File: src/rtl/div_unit_pkg.sv
// Shared constants and state encoding for the EX-stage multi-cycle divider.
package div_unit_pkg;

    typedef enum logic [1:0] {
        DIV_FREE   = 2'b00,
        DIV_BYZERO = 2'b01,
        DIV_ON     = 2'b10,
        DIV_END    = 2'b11
    } div_state_t;

    localparam logic DivResultReady    = 1'b1;
    localparam logic DivResultNotReady = 1'b0;
    localparam logic DivStart          = 1'b1;
    localparam logic DivStop           = 1'b0;

    localparam int unsigned StallBus = 6;
    localparam logic Stop   = 1'b1;
    localparam logic NoStop = 1'b0;

endpackage

File: src/rtl/div_unit.sv
// Radix-2 restoring divider (DIV/DIVU) that stalls EX while an operation runs
// and delivers {remainder, quotient} for the HI/LO write path.
module div_unit
    import div_unit_pkg::*;
#(
    parameter int unsigned WIDTH = 32
) (
    input  logic               clk,
    input  logic               rst,
    input  logic               start_i,
    input  logic               signed_i,
    input  logic [WIDTH-1:0]   opdata1_i,
    input  logic [WIDTH-1:0]   opdata2_i,
    input  logic               annul_i,
    output logic [2*WIDTH-1:0] result_o,
    output logic               ready_o,
    output logic               stallreq_o
);

    localparam int unsigned CW = $clog2(WIDTH) + 1;

    div_state_t         r_state;
    logic [CW-1:0]      r_count;
    logic [WIDTH-1:0]   r_dividend;
    logic [WIDTH-1:0]   r_divisor;
    logic [WIDTH-1:0]   r_rem;
    logic               r_sign1;
    logic               r_sign2;
    logic               r_signed;
    logic [2*WIDTH-1:0] r_result;
    logic               r_ready;

    logic [WIDTH-1:0]   w_abs1;
    logic [WIDTH-1:0]   w_abs2;
    logic [WIDTH:0]     w_partial;
    logic [WIDTH+1:0]   w_sub;
    logic               w_ge;
    logic [WIDTH-1:0]   w_rem_next;
    logic [WIDTH-1:0]   w_quot_next;
    logic [WIDTH-1:0]   w_quot_fix;
    logic [WIDTH-1:0]   w_rem_fix;

    function automatic logic [WIDTH-1:0] negate(input logic [WIDTH-1:0] v);
        return (~v) + WIDTH'(1);
    endfunction

    always_comb begin
        w_abs1 = (signed_i && opdata1_i[WIDTH-1]) ? negate(opdata1_i) : opdata1_i;
        w_abs2 = (signed_i && opdata2_i[WIDTH-1]) ? negate(opdata2_i) : opdata2_i;

        // Dividend register doubles as the quotient: MSB shifts out, new bit shifts in.
        w_partial   = {r_rem, r_dividend[WIDTH-1]};
        w_sub       = {1'b0, w_partial} - {2'b00, r_divisor};
        w_ge        = ~|w_sub[WIDTH+1:WIDTH];
        w_rem_next  = w_ge ? w_sub[WIDTH-1:0] : w_partial[WIDTH-1:0];
        w_quot_next = {r_dividend[WIDTH-2:0], w_ge};

        w_quot_fix = (r_signed && (r_sign1 ^ r_sign2)) ? negate(w_quot_next) : w_quot_next;
        w_rem_fix  = (r_signed && r_sign1) ? negate(w_rem_next) : w_rem_next;
    end

    // Result and ready are registered on the transition into END, so both are
    // visible during the END cycle itself.
    always_ff @(posedge clk) begin
        if (rst) begin
            r_state    <= DIV_FREE;
            r_count    <= '0;
            r_dividend <= '0;
            r_divisor  <= '0;
            r_rem      <= '0;
            r_sign1    <= 1'b0;
            r_sign2    <= 1'b0;
            r_signed   <= 1'b0;
            r_result   <= '0;
            r_ready    <= DivResultNotReady;
        end else begin
            r_ready <= DivResultNotReady;
            case (r_state)
                DIV_FREE: begin
                    if (start_i == DivStart && !annul_i) begin
                        if (opdata2_i == '0) begin
                            r_state <= DIV_BYZERO;
                        end else begin
                            r_state    <= DIV_ON;
                            r_count    <= '0;
                            r_dividend <= w_abs1;
                            r_divisor  <= w_abs2;
                            r_rem      <= '0;
                            r_sign1    <= opdata1_i[WIDTH-1];
                            r_sign2    <= opdata2_i[WIDTH-1];
                            r_signed   <= signed_i;
                        end
                    end
                end
                DIV_BYZERO: begin
                    if (annul_i) begin
                        r_state <= DIV_FREE;
                    end else begin
                        r_result <= '0;
                        r_ready  <= DivResultReady;
                        r_state  <= DIV_END;
                    end
                end
                DIV_ON: begin
                    if (annul_i) begin
                        r_state <= DIV_FREE;
                    end else begin
                        r_rem      <= w_rem_next;
                        r_dividend <= w_quot_next;
                        r_count    <= r_count + CW'(1);
                        if (r_count == CW'(WIDTH - 1)) begin
                            r_result <= {w_rem_fix, w_quot_fix};
                            r_ready  <= DivResultReady;
                            r_state  <= DIV_END;
                        end
                    end
                end
                DIV_END: begin
                    r_state <= DIV_FREE;
                end
                default: begin
                    r_state <= DIV_FREE;
                end
            endcase
        end
    end

    assign result_o   = r_result;
    assign ready_o    = r_ready;
    assign stallreq_o = start_i & ~r_ready & ~annul_i;

endmodule

File: config.mk
export PLATFORM = sky130hd
export DESIGN_NAME = div_unit
export DESIGN_NICKNAME = d
export VERILOG_FILES = /design/src/rtl/div_unit_pkg.sv /design/src/rtl/div_unit.sv
export SDC_FILE = /design/constraint.sdc
export NUM_CORES = 1
export LEC_CHECK = 0
export BUFFER_PORTS_ARGS = -buffer_cell sky130_fd_sc_hd__buf_2
export CORE_MARGIN = 8
export CORE_UTILIZATION = 40
export DETAILED_ROUTE_END_ITERATION = 7
export GPL_TIMING_DRIVEN = 1
export PLACE_DENSITY = 0.58
export SETUP_SLACK_MARGIN = 0.2
export SYNTH_ARGS = -nofsm -noshare
export SYNTH_HDL_FRONTEND = slang
export SYNTH_SLANG_ARGS = --single-unit
File: constraint.sdc
create_clock -name clk -period 12.9 [get_ports clk]
set_input_delay 0.645 -clock clk [delete_from_list [all_inputs] [get_ports clk]]
set_output_delay 0.645 -clock clk [all_outputs]
set_load 0.005 [all_outputs]
== Word-level counts from Yosys, hierarchy flattened ==
Cells that the tools add are included.

* Logic and storage cells: 83
* Register bits after elaboration: 172

* Muxes and demuxes: 31
* Reduce and logical (&&, ||, !) cells: 16
* Add/sub/neg operators: 6
* Equal/unequal tests: 10
* Bitwise gates (word level): 10

{| class="wikitable"
|+ Operator list
! cell !! number
|-
| 32-bit 2-to-1 mux || 11
|-
| 64-bit 2-to-1 mux || 3
|-
| 32-bit by 1-bit adder with 32-bit output, second input constant || 4
|-
| 32-bit inverter || 4
|-
| 32-bit case mux with 2 select lines || 2
|-
| 64-bit case mux with 2 select lines || 1
|-
| 33-bit by 32-bit subtractor with 34-bit output || 1
|-
| 32-bit zero test || 1
|-
| 6-bit 2-to-1 mux || 3
|-
| 6-bit case mux with 2 select lines || 1
|-
| 2-bit 2-to-1 mux || 5
|-
| 2-bit inequality test, second input constant || 5
|-
| 2-bit case mux with 4 select lines || 1
|-
| 4-bit AND reduction || 2
|-
| 6-bit by 1-bit adder with 6-bit output, second input constant || 1
|-
| 6-bit by 5-bit equality test with 1-bit output, second input constant || 1
|-
| 1-bit logical AND || 5
|-
| 2-bit equality test, second input constant || 2
|-
| 2-bit nonzero test || 2
|-
| 1-bit 2-to-1 mux || 3
|-
| 3-bit inequality test, second input constant || 1
|-
| 1-bit inverter || 3
|-
| 3-bit AND reduction || 1
|-
| 1-bit bitwise AND || 2
|-
| 7 further kinds || 8
|}

== Logic depth before layout (Yosys ltp) ==
Gate-level depths: netlist of the first run.

* Word-level depth: 9
* Depth in mapped cells: 23

== Least setup slack after synthesis of the first run ==
Ideal clock, no wire load.

* Path kind: reg-to-reg
* Start point: register r_dividend[31]
* End point: register r_result[52], in the netlist result_o[52]
* Slack: 8.328 ns
* Data required time: 12.783 ns
* Cell stages (with the launch flop): 22
* Arrival time: 4.454 ns
* Setup time: 0.117 ns
* Path buffers: 2
* Cell sequence: dfxtp_1 -> inv_1 -> ha_1 -> fa_1 -> nand2b_1 -> a211o_1 -> a21o_1 -> a211oi_1 -> or3_1 -> o211a_4 -> inv_2 -> buf_4 -> buf_2 -> o21ai_0 -> inv_1 -> ha_1 -> a21boi_0 -> nor4bb_1 -> mux2i_1 -> a211oi_4 -> or3_1 -> a32o_1

* Longest elaborated chain between the ends: 9

{| class="wikitable"
|+ RTL lines
! item !! line !! text
|-
| start: declaration || div_unit.sv:24 || <nowiki>logic [WIDTH-1:0] r_dividend;</nowiki>
|-
| start signal: assignment || div_unit.sv:86 || <nowiki>r_dividend <= w_abs1;</nowiki>
|-
| start signal: assignment || div_unit.sv:109 || <nowiki>r_dividend <= w_quot_next;</nowiki>
|-
| 33-bit by 32-bit subtractor with 34-bit output || div_unit.sv:53 || <nowiki>w_sub = {1'b0, w_partial} - {2'b00, r_divisor};</nowiki>
|-
| 2-bit OR reduction || div_unit.sv:54 || <nowiki>w_ge = ~|w_sub[WIDTH+1:WIDTH];</nowiki>
|-
| 32-bit 2-to-1 mux (*) || div_unit.sv:55 || <nowiki>w_rem_next = w_ge ? w_sub[WIDTH-1:0] : w_partial[WIDTH-1:0];</nowiki>
|-
| 32-bit inverter || div_unit.sv:44 || <nowiki>return (~v) + WIDTH'(1);</nowiki>
|-
| 32-bit by 1-bit adder with 32-bit output || div_unit.sv:44 ||
|-
| 32-bit 2-to-1 mux (*) || div_unit.sv:59 || <nowiki>w_rem_fix = (r_signed && r_sign1) ? negate(w_rem_next) : w_rem_next;</nowiki>
|-
| 64-bit 2-to-1 mux (*) || div_unit.sv:111 || <nowiki>if (r_count == CW'(WIDTH - 1)) begin</nowiki>
|-
| 64-bit 2-to-1 mux (*) || div_unit.sv:105 || <nowiki>if (annul_i) begin</nowiki>
|-
| 64-bit case mux with 2 select lines (*) || div_unit.sv:78 || <nowiki>case (r_state)</nowiki>
|-
| end signal: assignment || div_unit.sv:112 || <nowiki>r_result <= {w_rem_fix, w_quot_fix};</nowiki>
|-
| end: declaration || div_unit.sv:30 || <nowiki>logic [2*WIDTH-1:0] r_result;</nowiki>
|}

Every way passes the cells marked *; elsewhere a longest branch is shown, timed or not. The select of a mux whose other input is x is not followed.
A chain may end at the register's enable or synchronous reset.

== Worst setup path in the final report of the first run ==
Same ends and word-level chain as after synthesis.

==> key figures, run 1 <==
Floorplan
  • Die ar.: roughly 35000 um2
  • Die W: 188 um
  • Std-Cell Rows: between 60 and 70
  • Io pins: around 140
  • Core footprint: between 20000 and 30000 um2
  • Initial Util: 0.402
  • Die H: around 190 um

Yosys
  • Synth warn: 0
  • Area leader, netlist: dfxtp_1
  • Count leader, synth: nor2_1
  • Post-synth top cells: nor2_1 (214), nand2_1 (187), dfxtp_1 (172)
  • Syn_nets: roughly 1700
  • Sequential-to-total area share from yosys stat: 0.291
  • Share of flip-flops with an asynchronous set or reset: 0
  • Avg Inst Size Synth: approximately 7.4 um2
  • Top_reg_cell synth: dfxtp_1
  • Synth area leaders: dfxtp_1 (29%), nor2_1 (6.8%), nand2_1 (5.9%)
  • Synth top area share: 0.291
  • EDFF count, synth: 0
  • Flops & latches, synth: approximately 170
  • Post-Syn Instances: about 1600
  • Post-synthesis cell type count: 79
  • Post-Syn Area: 11800 um2

Job
  • Max-cap violations: 0

Layout
  • # diodes: 0
  • Design Area, Final: about 13000 um2
  • Nets@finish: 1785
  • Fraction of layout cells with a size suffix above 1: 0.125
  • Area Growth Syn to Fin: 12.7%

Setup path
  • CP Cell Sequence: inv_1 -> ha_1 -> fa_1 -> nand2b_1 -> a211o_1 -> a21o_1 -> a211oi_1 -> or3_1 -> o211a_4 -> buf_4 -> inv_2 -> o21ai_0 -> inv_1 -> ha_1 -> a21boi_0 -> nor4bb_1 -> mux2i_1 -> a211oi_4 -> or3_1 -> a32o_1
  • Largest stage delay, worst path: 0.58 ns
  • Worst path slowest cell: buf_4
  • Worst EP required: between 10 and 15 ns
  • Worst Setup Start Kind: flip-flop
  • WP data arrival: 6.32 ns
  • Critical path fanouts, max: approximately 60
  • Delay-heaviest family, CP: compound AO/OA/AOI/OAI gates
  • CP endpoint kind: flip-flop
  • Critical path type: flip-flop to flip-flop
  • Buffers & Inverters on Critical Path: 4

GRT
  • Tot GR Track Use: 0.210
  • Vias in the first global route: around 11000
  • First-pass GRT wire length: around 61000 um
  • Pin count of the biggest net entering global routing: 81
  • Initial antenna violation count: 0
  • Grt ovf: 0

Routing
  • Total wire length: approximately 38000 um
  • Antenna-violating nets left: 0
  • DR vias/cell: 5.59
  • Drt wl/cell: about 18 um
  • Residual DRC: 0
  • Via count: approximately 12000
  • 1st-iter DRT viols: ~850
  • Detailed Routing Iterations Pass 1: 5

Placed design
  • Dpl ws: 7.02 ns
  • Post-DP HPWL: roughly 28000 um
  • GP Congestion: between 0.9 and 1
  • Placed instance area: 12700 um2
  • Port Buffers: 134

Pwr
  • Worst vdd ir: around 0.095 mV
  • Power per cell area: around 140 nW/um2
  • P_leak: 5.26 nW

Clocking
  • Reg clk slew, reported paths: approximately 0.08 ns
  • Post-CTS sizing: 0
  • CTS root buf: clkbuf_16
  • H-tree levels: 4
  • TritonCTS clock tree: done
  • CTS Buffer Depth: 2
  • Clk_lat worst skew: around 0.45 ns
  • Number of post-CTS setup repair buffers: 0
  • # clock sinks: 172
  • Hold_buf cts: 0
  • Num CTS Buffers: 17

STA
  • Final min period: between 5 and 6 ns
  • Slew Limit Fails: 0
  • Final hold violations: 0
  • Post-Route Setup TNS: 0 ns
  • Worst Max-Slew Pin Slew: 1.07 ns
  • Slew HR: 0.286
  • Final worst-path setup slack: between 6 and 7 ns
  • Clock skew: about 0.018 ns
  • RSZ-0062 raised after global routing: false
  • F_max: approximately 170 MHz
  • Final Setup Violations: 0
  • Final period util: 0.464

Worst hold path
  • Hold WC Path Type: flip-flop to flip-flop

Outcome
  • Status: finished clean
[layout make-up]
class	count	area (um2)
clock buffer	18	429
clock inverter	14	146
fill	3004	16100
inverter	64	240
multi-input combinational	1271	7780
sequential	172	3440
tap	390	488
timing repair buffer	148	778
[sequential cells by signal, indices dropped and copies added, names as in the netlist]
| name | flops |
|---|---|
| result_o | 64 |
| r_dividend | 32 |
| r_divisor | 32 |
| r_rem | 32 |
| r_count | 6 |
| r_state | 2 |
| r_sign1 | 1 |
| r_sign2 | 1 |
| r_signed | 1 |
| ready_o | 1 |
[cells in the final DEF, fill, tap and decap left out, drive strengths merged, types with 6 or more instances in the layout]
| master | instances |
|---|---|
| nor2 | 214 |
| nand2 | 187 |
| dfxtp | 172 |
| buf | 148 |
| a21oi | 118 |
| o21ai | 80 |
| xor2 | 71 |
| inv | 71 |
| xnor2 | 64 |
| nand3 | 50 |
| a211oi | 48 |
| a22oi | 46 |
| a31oi | 42 |
| nor3 | 42 |
| ha | 41 |
| o31ai | 25 |
| mux2i | 24 |
| or3 | 21 |
| nor4 | 21 |
| clkbuf | 18 |
| and2 | 18 |
| nand2b | 13 |
| a21o | 12 |
| or4 | 10 |
| o21a | 8 |
| nor2b | 8 |
| nand4 | 7 |
| and4 | 7 |
| and3 | 7 |
| a21boi | 7 |
| o211ai | 6 |
| or2 | 6 |
| clkinv | 6 |
[final timing paths]
path,slack [ns],start,cells after the start,endpoint
min,0.45,result_o[62],2,result_o[62]
max reg2reg,6.91,r_dividend[31],20,result_o[52]
min reg2reg,0.45,result_o[62],2,result_o[62]
max,6.91,r_dividend[31],20,result_o[52]
[metal layers]
metal,vias to the layer above,track usage,routed length [um]
li1,5856,-,-
met1,5487,0.264,16900
met2,217,0.367,18500
met3,56,0.0266,1240
met4,0,0.0682,945
met5,-,0,0
[through the flow]
stage | util | std cells | hold slack [ns] | total power, mW
2_1_floorplan | - | 1593 | 0.432 | 1.10
3_3_place_gp | 0.433 | 2045 | 0.436 | 1.28
3_5_place_dp | 0.433 | 2045 | 0.440 | 1.29
4_1_cts | 0.453 | 2077 | 0.451 | 1.80
5_1_grt | 0.453 | 2077 | 0.473 | 1.92
6_report | 0.453 | 2077 | 0.445 | 1.80
[kinds of logic (layout without fill, tap and decap cells)]
logic type / Yosys count / in the layout / synth area share
AND/OR/NAND/NOR: 626 / 626 / 0.245
AO/OA/AOI/OAI: 439 / 439 / 0.243
flip-flops: 172 / 172 / 0.291
buffers and inverters: 150 / 244 / 0.0507
XOR/XNOR: 135 / 135 / 0.100
adder cells (fa/ha/maj): 42 / 42 / 0.0451
multiplexers: 29 / 29 / 0.0251
[worst register-to-register path: stages (launching register included)]
cell	delay, ns
dfxtp_1	0.35
inv_1	0.07
ha_1	0.26
fa_1	0.41
nand2b_1	0.18
a211o_1	0.37
a21o_1	0.26
a211oi_1	0.26
or3_1	0.17
o211a_4	0.15
buf_4	0.58
inv_2	0.49
o21ai_0	0.44
inv_1	0.08
ha_1	0.27
a21boi_0	0.15
nor4bb_1	0.14
mux2i_1	0.56
a211oi_4	0.07
or3_1	0.37
a32o_1	0.24
[report_power, final]
group | leakage, nW | internal (mW) | switching [mW]
Sequential | 1.39 | 0.568 | 0.0342
Combinational | 3.58 | 0.231 | 0.450
Clock | 0.279 | 0.258 | 0.258
Total | 5.26 | 1.06 | 0.743
Power figures use the tool's default switching activity.
==> inputs of run 2 (changes only) <==
==> constraint.sdc (replaced) <==
create_clock -name clk -period 6.1 [get_ports clk]
set_input_delay 0.305 -clock clk [delete_from_list [all_inputs] [get_ports clk]]
set_output_delay 0.305 -clock clk [all_outputs]
set_load 0.005 [all_outputs]
==> key figures, run 2 (same netlist as run 1, synthesis figures left out) <==
STA
  • Slew Limit Fails: 0
  • Final Setup Violations: 0
  • Final period util: 0.793
  • F_max: ~210 MHz
  • Final min period: 4.84 ns
  • Slew HR: 0.296
  • Post-Route Setup TNS: 0 ns
  • Clock skew: roughly 0.011 ns
  • RSZ-0062 raised after global routing: false
  • Worst Max-Slew Pin Slew: 1.05 ns
  • Final hold violations: 0

Pwr
  • Clk network pwr share: 0.299
  • Power per cell area: 291 nW/um2
  • Worst vdd ir: roughly 0.21 mV
  • Pint: about 2.4 mW
  • Logic gate share of total power: 0.372
  • Switching fraction of total power: 0.386
  • Switching power total: roughly 1.5 mW
  • Seq pwr share: 0.329
  • P_leak: approximately 5.3 nW

GRT
  • Pin count of the biggest net entering global routing: between 60 and 70
  • Vias in the first global route: around 11000
  • First-pass GRT wire length: 61300 um
  • Initial antenna violation count: 0
  • Grt ovf: 0
  • Tot GR Track Use: 0.212

Clocking
  • CTS Buffer Depth: 2
  • H-tree levels: 4
  • TritonCTS clock tree: done
  • CTS root buf: clkbuf_16
  • Reg clk slew, reported paths: about 0.070 ns
  • Num CTS Buffers: 17
  • Hold_buf cts: 0
  • Clk_lat worst skew: roughly 0.44 ns
  • Number of post-CTS setup repair buffers: 0
  • # clock sinks: between 150 and 200
  • Post-CTS sizing: 0

Routing
  • Met3 routed WL: between 1000 and 1500 um
  • Top layer in use: met4
  • Total wire length: 38000 um
  • Antenna-violating nets left: 0
  • 1st-iter DRT viols: about 800
  • DR vias/cell: ~5.6
  • Detailed Routing Iterations Pass 1: 5
  • Metal-1 WL: 17200 um
  • Via count: between 10000 and 15000
  • Residual DRC: 0
  • Drt wl/cell: between 15 and 20 um
  • WL met2: around 19000 um

Worst hold path
  • WHS Path Cells: 3
  • HP Start: opdata1_i[31]
  • Hold endpoint: r_sign1
  • Hold WC Path Type: primary input to flip-flop

Layout
  • Nets@finish: 1785
  • Area Growth Syn to Fin: 13.0%
  • Core Util, Final: 0.454
  • Fraction of layout cells with a size suffix above 1: 0.123
  • Max reg flops: between 60 and 70
  • Commonest non-fill, non-tap cell in the layout: nor2_1
  • Most frequent cells in the layout: nor2_1 (212), nand2_1 (187), dfxtp_1 (172), buf_2 (133), a21oi_1 (116)
  • # diodes: 0

Setup path
  • Worst path slowest cell: mux2i_1
  • Worst R2R Path Depth: 19
  • Largest stage delay, worst path: between 0.5 and 0.6 ns
  • R2r startpoint: r_dividend[31]
  • CP Cell Sequence: inv_1 -> ha_1 -> fa_1 -> nand2b_1 -> a211o_1 -> a21o_1 -> a211oi_1 -> or3_1 -> o211a_4 -> inv_2 -> o21ai_0 -> inv_1 -> ha_1 -> a21boi_0 -> nor4bb_1 -> mux2i_1 -> a211oi_4 -> or3_1 -> a32o_1
  • Worst EP required: 6.43 ns
  • Buffers & Inverters on Critical Path: 3
  • Critical path fanouts, max: 7
  • Reg2reg setup slack: 1.26 ns
  • WP data arrival: roughly 5.2 ns
  • CP endpoint kind: flip-flop
  • Reg-to-Reg End: result_o[52]
  • Worst Setup Start Kind: flip-flop
  • Critical path type: flip-flop to flip-flop
  • Delay-heaviest family, CP: compound AO/OA/AOI/OAI gates
  • Number of cells on the critical path: 19

Placed design
  • Port Buffers: approximately 130
  • GP Congestion: a little under 0.9
  • Post-DP HPWL: just under 30000 um

Floorplan
  • Die W: roughly 190 um
  • Die ar.: approximately 35000 um2
  • Initial Util: 0.402
  • Die H: between 150 and 200 um
  • Std-Cell Rows: between 60 and 70
  • Io pins: around 140
  • Core footprint: about 29000 um2

Job
  • Max-cap violations: 0

Outcome
  • Status: finished clean
-- run 2: through the flow --
| step | area, um2 | hold WS [ns] | power (mW) | cells | setup slack (ns) |
|---|---|---|---|---|---|
| floorplan | 11800 | 0.432 | 2.34 | 1593 | 1.53 |
| global placement | 12700 | 0.430 | 2.71 | 2045 | 1.39 |
| detailed placement | 12700 | 0.435 | 2.73 | 2045 | 1.32 |
| CTS | 13400 | 0.127 | 3.90 | 2076 | 1.31 |
| global route | 13400 | 0.153 | 4.12 | 2076 | 0.908 |
| finish | 13400 | 0.149 | 3.89 | 2076 | 1.26 |
-- run 2: layout make-up --
class	instances	area, um2
Clock buffer	21	450
Clock inverter	10	166
Fill cell	2997	16100
Inverter	64	240
Multi-Input combinational cell	1271	7780
Sequential cell	172	3440
Tap cell	390	488
Timing Repair Buffer	148	778
-- run 2: power groups by stage --
stage          registers, mW  clock network, mW  logic [mW]
2_1_floorplan           1.28                  0        1.06
3_3_place_gp            1.30                  0        1.41
3_5_place_dp            1.30                  0        1.43
4_1_cts                 1.28               1.19        1.43
5_1_grt                 1.29               1.23        1.60
6_report                1.28               1.16        1.45
-- run 2: worst reg2reg max path: cells and delay by family (launching register included) --
kind	cells	cell delay, ns
buffers and inverters	3	0.21
adder cells (fa/ha/maj)	3	0.95
flip-flops	1	0.35
AO/OA/AOI/OAI	8	1.82
multiplexers	1	0.55
AND/OR/NAND/NOR	4	0.86
-- run 2: worst max path at each step --
stage | from | end
6_report | r_dividend[31] | result_o[52]
5_1_grt | r_dividend[31] | result_o[62]
4_1_cts | r_dividend[31] | result_o[52]
3_5_place_dp | r_dividend[31] | result_o[52]
3_3_place_gp | r_dividend[31] | result_o[52]
2_1_floorplan | r_dividend[31] | result_o[52]
-- run 2: routing by layer --
metal | GRT usage | vias to the layer above
met3 | 0.0282 | 49
met5 | 0 | -
met1 | 0.264 | 5477
met4 | 0.0658 | 0
li1 | - | 5832
met2 | 0.372 | 229
==> inputs of run 3 (changes only) <==
--- a/config.mk
+++ b/config.mk
@@ -10,7 +10,7 @@
 export CORE_UTILIZATION = 40
 export DETAILED_ROUTE_END_ITERATION = 7
 export GPL_TIMING_DRIVEN = 1
-export PLACE_DENSITY = 0.58
+export PLACE_DENSITY = 0.6
 export SETUP_SLACK_MARGIN = 0.2
 export SYNTH_ARGS = -nofsm -noshare
 export SYNTH_HDL_FRONTEND = slang
==> constraint.sdc (replaced) <==
create_clock -name clk -period 4.2 [get_ports clk]
set_input_delay 0.21 -clock clk [delete_from_list [all_inputs] [get_ports clk]]
set_output_delay 0.21 -clock clk [all_outputs]
set_load 0.005 [all_outputs]
==> key figures, run 3 (same netlist as run 1, synthesis figures left out) <==
Layout
  • Post-Layout Cell Count: roughly 2100
  • Commonest non-fill, non-tap cell in the layout: nor2_1
  • Area Growth Syn to Fin: 18.6%
  • # diodes: 0
  • Max reg flops: 64
  • Fraction of layout cells with a size suffix above 1: 0.177
  • Core Util, Final: 0.477
  • Most frequent cells in the layout: nor2_1 (210), nand2_1 (184), dfxtp_1 (167), buf_2 (133), a21oi_1 (113)
  • Nets@finish: around 1800

Clocking
  • # clock sinks: 172
  • Reg clk slew, reported paths: ~0.07 ns
  • Hold_buf cts: 0
  • Clk_lat worst skew: approximately 0.45 ns
  • CTS root buf: clkbuf_16
  • TritonCTS clock tree: done
  • Num CTS Buffers: 17
  • CTS Buffer Depth: 2
  • H-tree levels: 4

Routing
  • Residual DRC: 0
  • Drt wl/cell: 18.2 um
  • Via count: ~12000
  • Antenna-violating nets left: 0
  • Total wire length: roughly 39000 um
  • DR vias/cell: 5.60
  • Detailed Routing Iterations Pass 1: 6
  • 1st-iter DRT viols: about 700

Placed design
  • Post-DP HPWL: roughly 30000 um
  • Dpl ws: -0.0582 ns
  • Placed cells: about 2100
  • GP Congestion: roughly 0.90
  • Port Buffers: between 100 and 150

Pwr
  • Switching fraction of total power: 0.390
  • Clk network pwr share: 0.298
  • Logic gate share of total power: 0.392
  • Pint: 3.65 mW
  • Switching power total: about 2.3 mW
  • Power per cell area: around 430 nW/um2
  • Seq pwr share: 0.309
  • Worst vdd ir: 0.313 mV
  • P_leak: about 5.6 nW

GRT
  • Initial antenna violation count: 0
  • Grt ovf: 0
  • Pin count of the biggest net entering global routing: 81
  • Tot GR Track Use: 0.215
  • First-pass GRT wire length: slightly above 60000 um
  • Vias in the first global route: 11600

STA
  • Final Setup Violations: 0
  • Slew Limit Fails: 0
  • Hold_ws: between 0.04 and 0.05 ns
  • RSZ-0062 raised after global routing: true
  • Final hold violations: 0
  • Slew HR: 0.307
  • Final period util: 0.941
  • F_max: between 200 and 300 MHz
  • Clock skew: 0.0112 ns
  • Final min period: around 4 ns
  • Final worst-path setup slack: roughly 0.25 ns
  • Worst Max-Slew Pin Slew: 1.04 ns
  • Post-Route Setup TNS: 0 ns

Setup path
  • Worst Setup Start Kind: flip-flop
  • Delay-heaviest family, CP: compound AO/OA/AOI/OAI gates
  • Worst EP required: between 4 and 5 ns
  • Worst path slowest cell: fa_2
  • WP data arrival: ~4.3 ns
  • Critical path fanouts, max: 4
  • Reg2reg setup slack: about 0.25 ns
  • CP Cell Sequence: inv_2 -> ha_4 -> fa_2 -> nand2b_4 -> a211o_1 -> a21o_1 -> a211oi_2 -> or3_1 -> o211a_4 -> inv_4 -> o21ai_2 -> inv_2 -> ha_4 -> a21boi_4 -> nor4bb_4 -> mux2i_4 -> a211oi_4 -> or3_1 -> a32o_1
  • Largest stage delay, worst path: 0.34 ns
  • Buffers & Inverters on Critical Path: 3
  • Critical path type: flip-flop to flip-flop
  • CP endpoint kind: flip-flop

Floorplan
  • Die ar.: about 35000 um2
  • Io pins: approximately 140
  • Die H: 188 um
  • Std-Cell Rows: between 60 and 70
  • Core footprint: ~29000 um2
  • Initial Util: 0.402
  • Die W: about 190 um

Outcome
  • Status: finished clean

Worst hold path
  • Hold WC Path Type: primary input to flip-flop

Job
  • Max-cap violations: 0
## run 3: cell count changes in the layout (fill, tap and decap cells not counted), moves of 3 or more
cell	delta
nand2_2	+3
ha_1	-8
buf_6	+3
inv_6	+5
o21ai_2	+4
dfxtp_1	-5
a21oi_1	-3
ha_2	+5
o21ai_0	-6
clkbuf_1	-3
nand2_1	-3
buf_4	+54
ha_4	+3
dfxtp_2	+5
## run 3: cell type report
class,instances,area [um2]
Clock buffer,18,439
Clock inverter,14,205
Fill cell,2952,15400
Inverter,64,243
Multi-Input combinational cell,1271,7970
Sequential cell,172,3450
Tap cell,390,488
Timing Repair Buffer,205,1220
## run 3: power by group through the flow
stage	sequential (mW)	combinational, mW	clock (mW)
CTS	1.85	2.27	1.81
detailed placement	1.89	2.23	0
floorplan	1.86	1.56	0
global placement	1.89	2.22	0
finish	1.85	2.35	1.79
global route	1.87	2.59	1.88
## run 3: path summary, 6_finish.rpt
kind                   from           end  cells after the start
max reg2reg  r_dividend[31]  result_o[52]                     19
max          r_dividend[31]  result_o[52]                     19
min reg2reg    result_o[50]  result_o[50]                      2
min           opdata1_i[31]       r_sign1                      3
## run 3: worst min-delay path: stages
cell,delay (ns)
buf_2,0.12
nand2_1,0.06
a21oi_1,0.05
## run 3: metrics by stage
stage	power [mW]	area, um2
global placement	4.11	13200
CTS	5.93	13800
detailed placement	4.12	13200
global route	6.33	14000
finish	5.99	14000
floorplan	3.42	11900
## run 3: per-layer routing
metal  track usage  wire [um]  vias up
li1              -          -     5974
met1         0.268      17200     5592
met2         0.373      18900      308
met3        0.0277       1460       70
met4        0.0842       1270        0
met5             0          0        -
## run 3: timing repair
action | in CTS | in global routing
setup endpoints to repair | 13 | 24
buffers inserted | 0 | 7
pin swaps | 3 | 16
gates resized for setup | 6 | 37
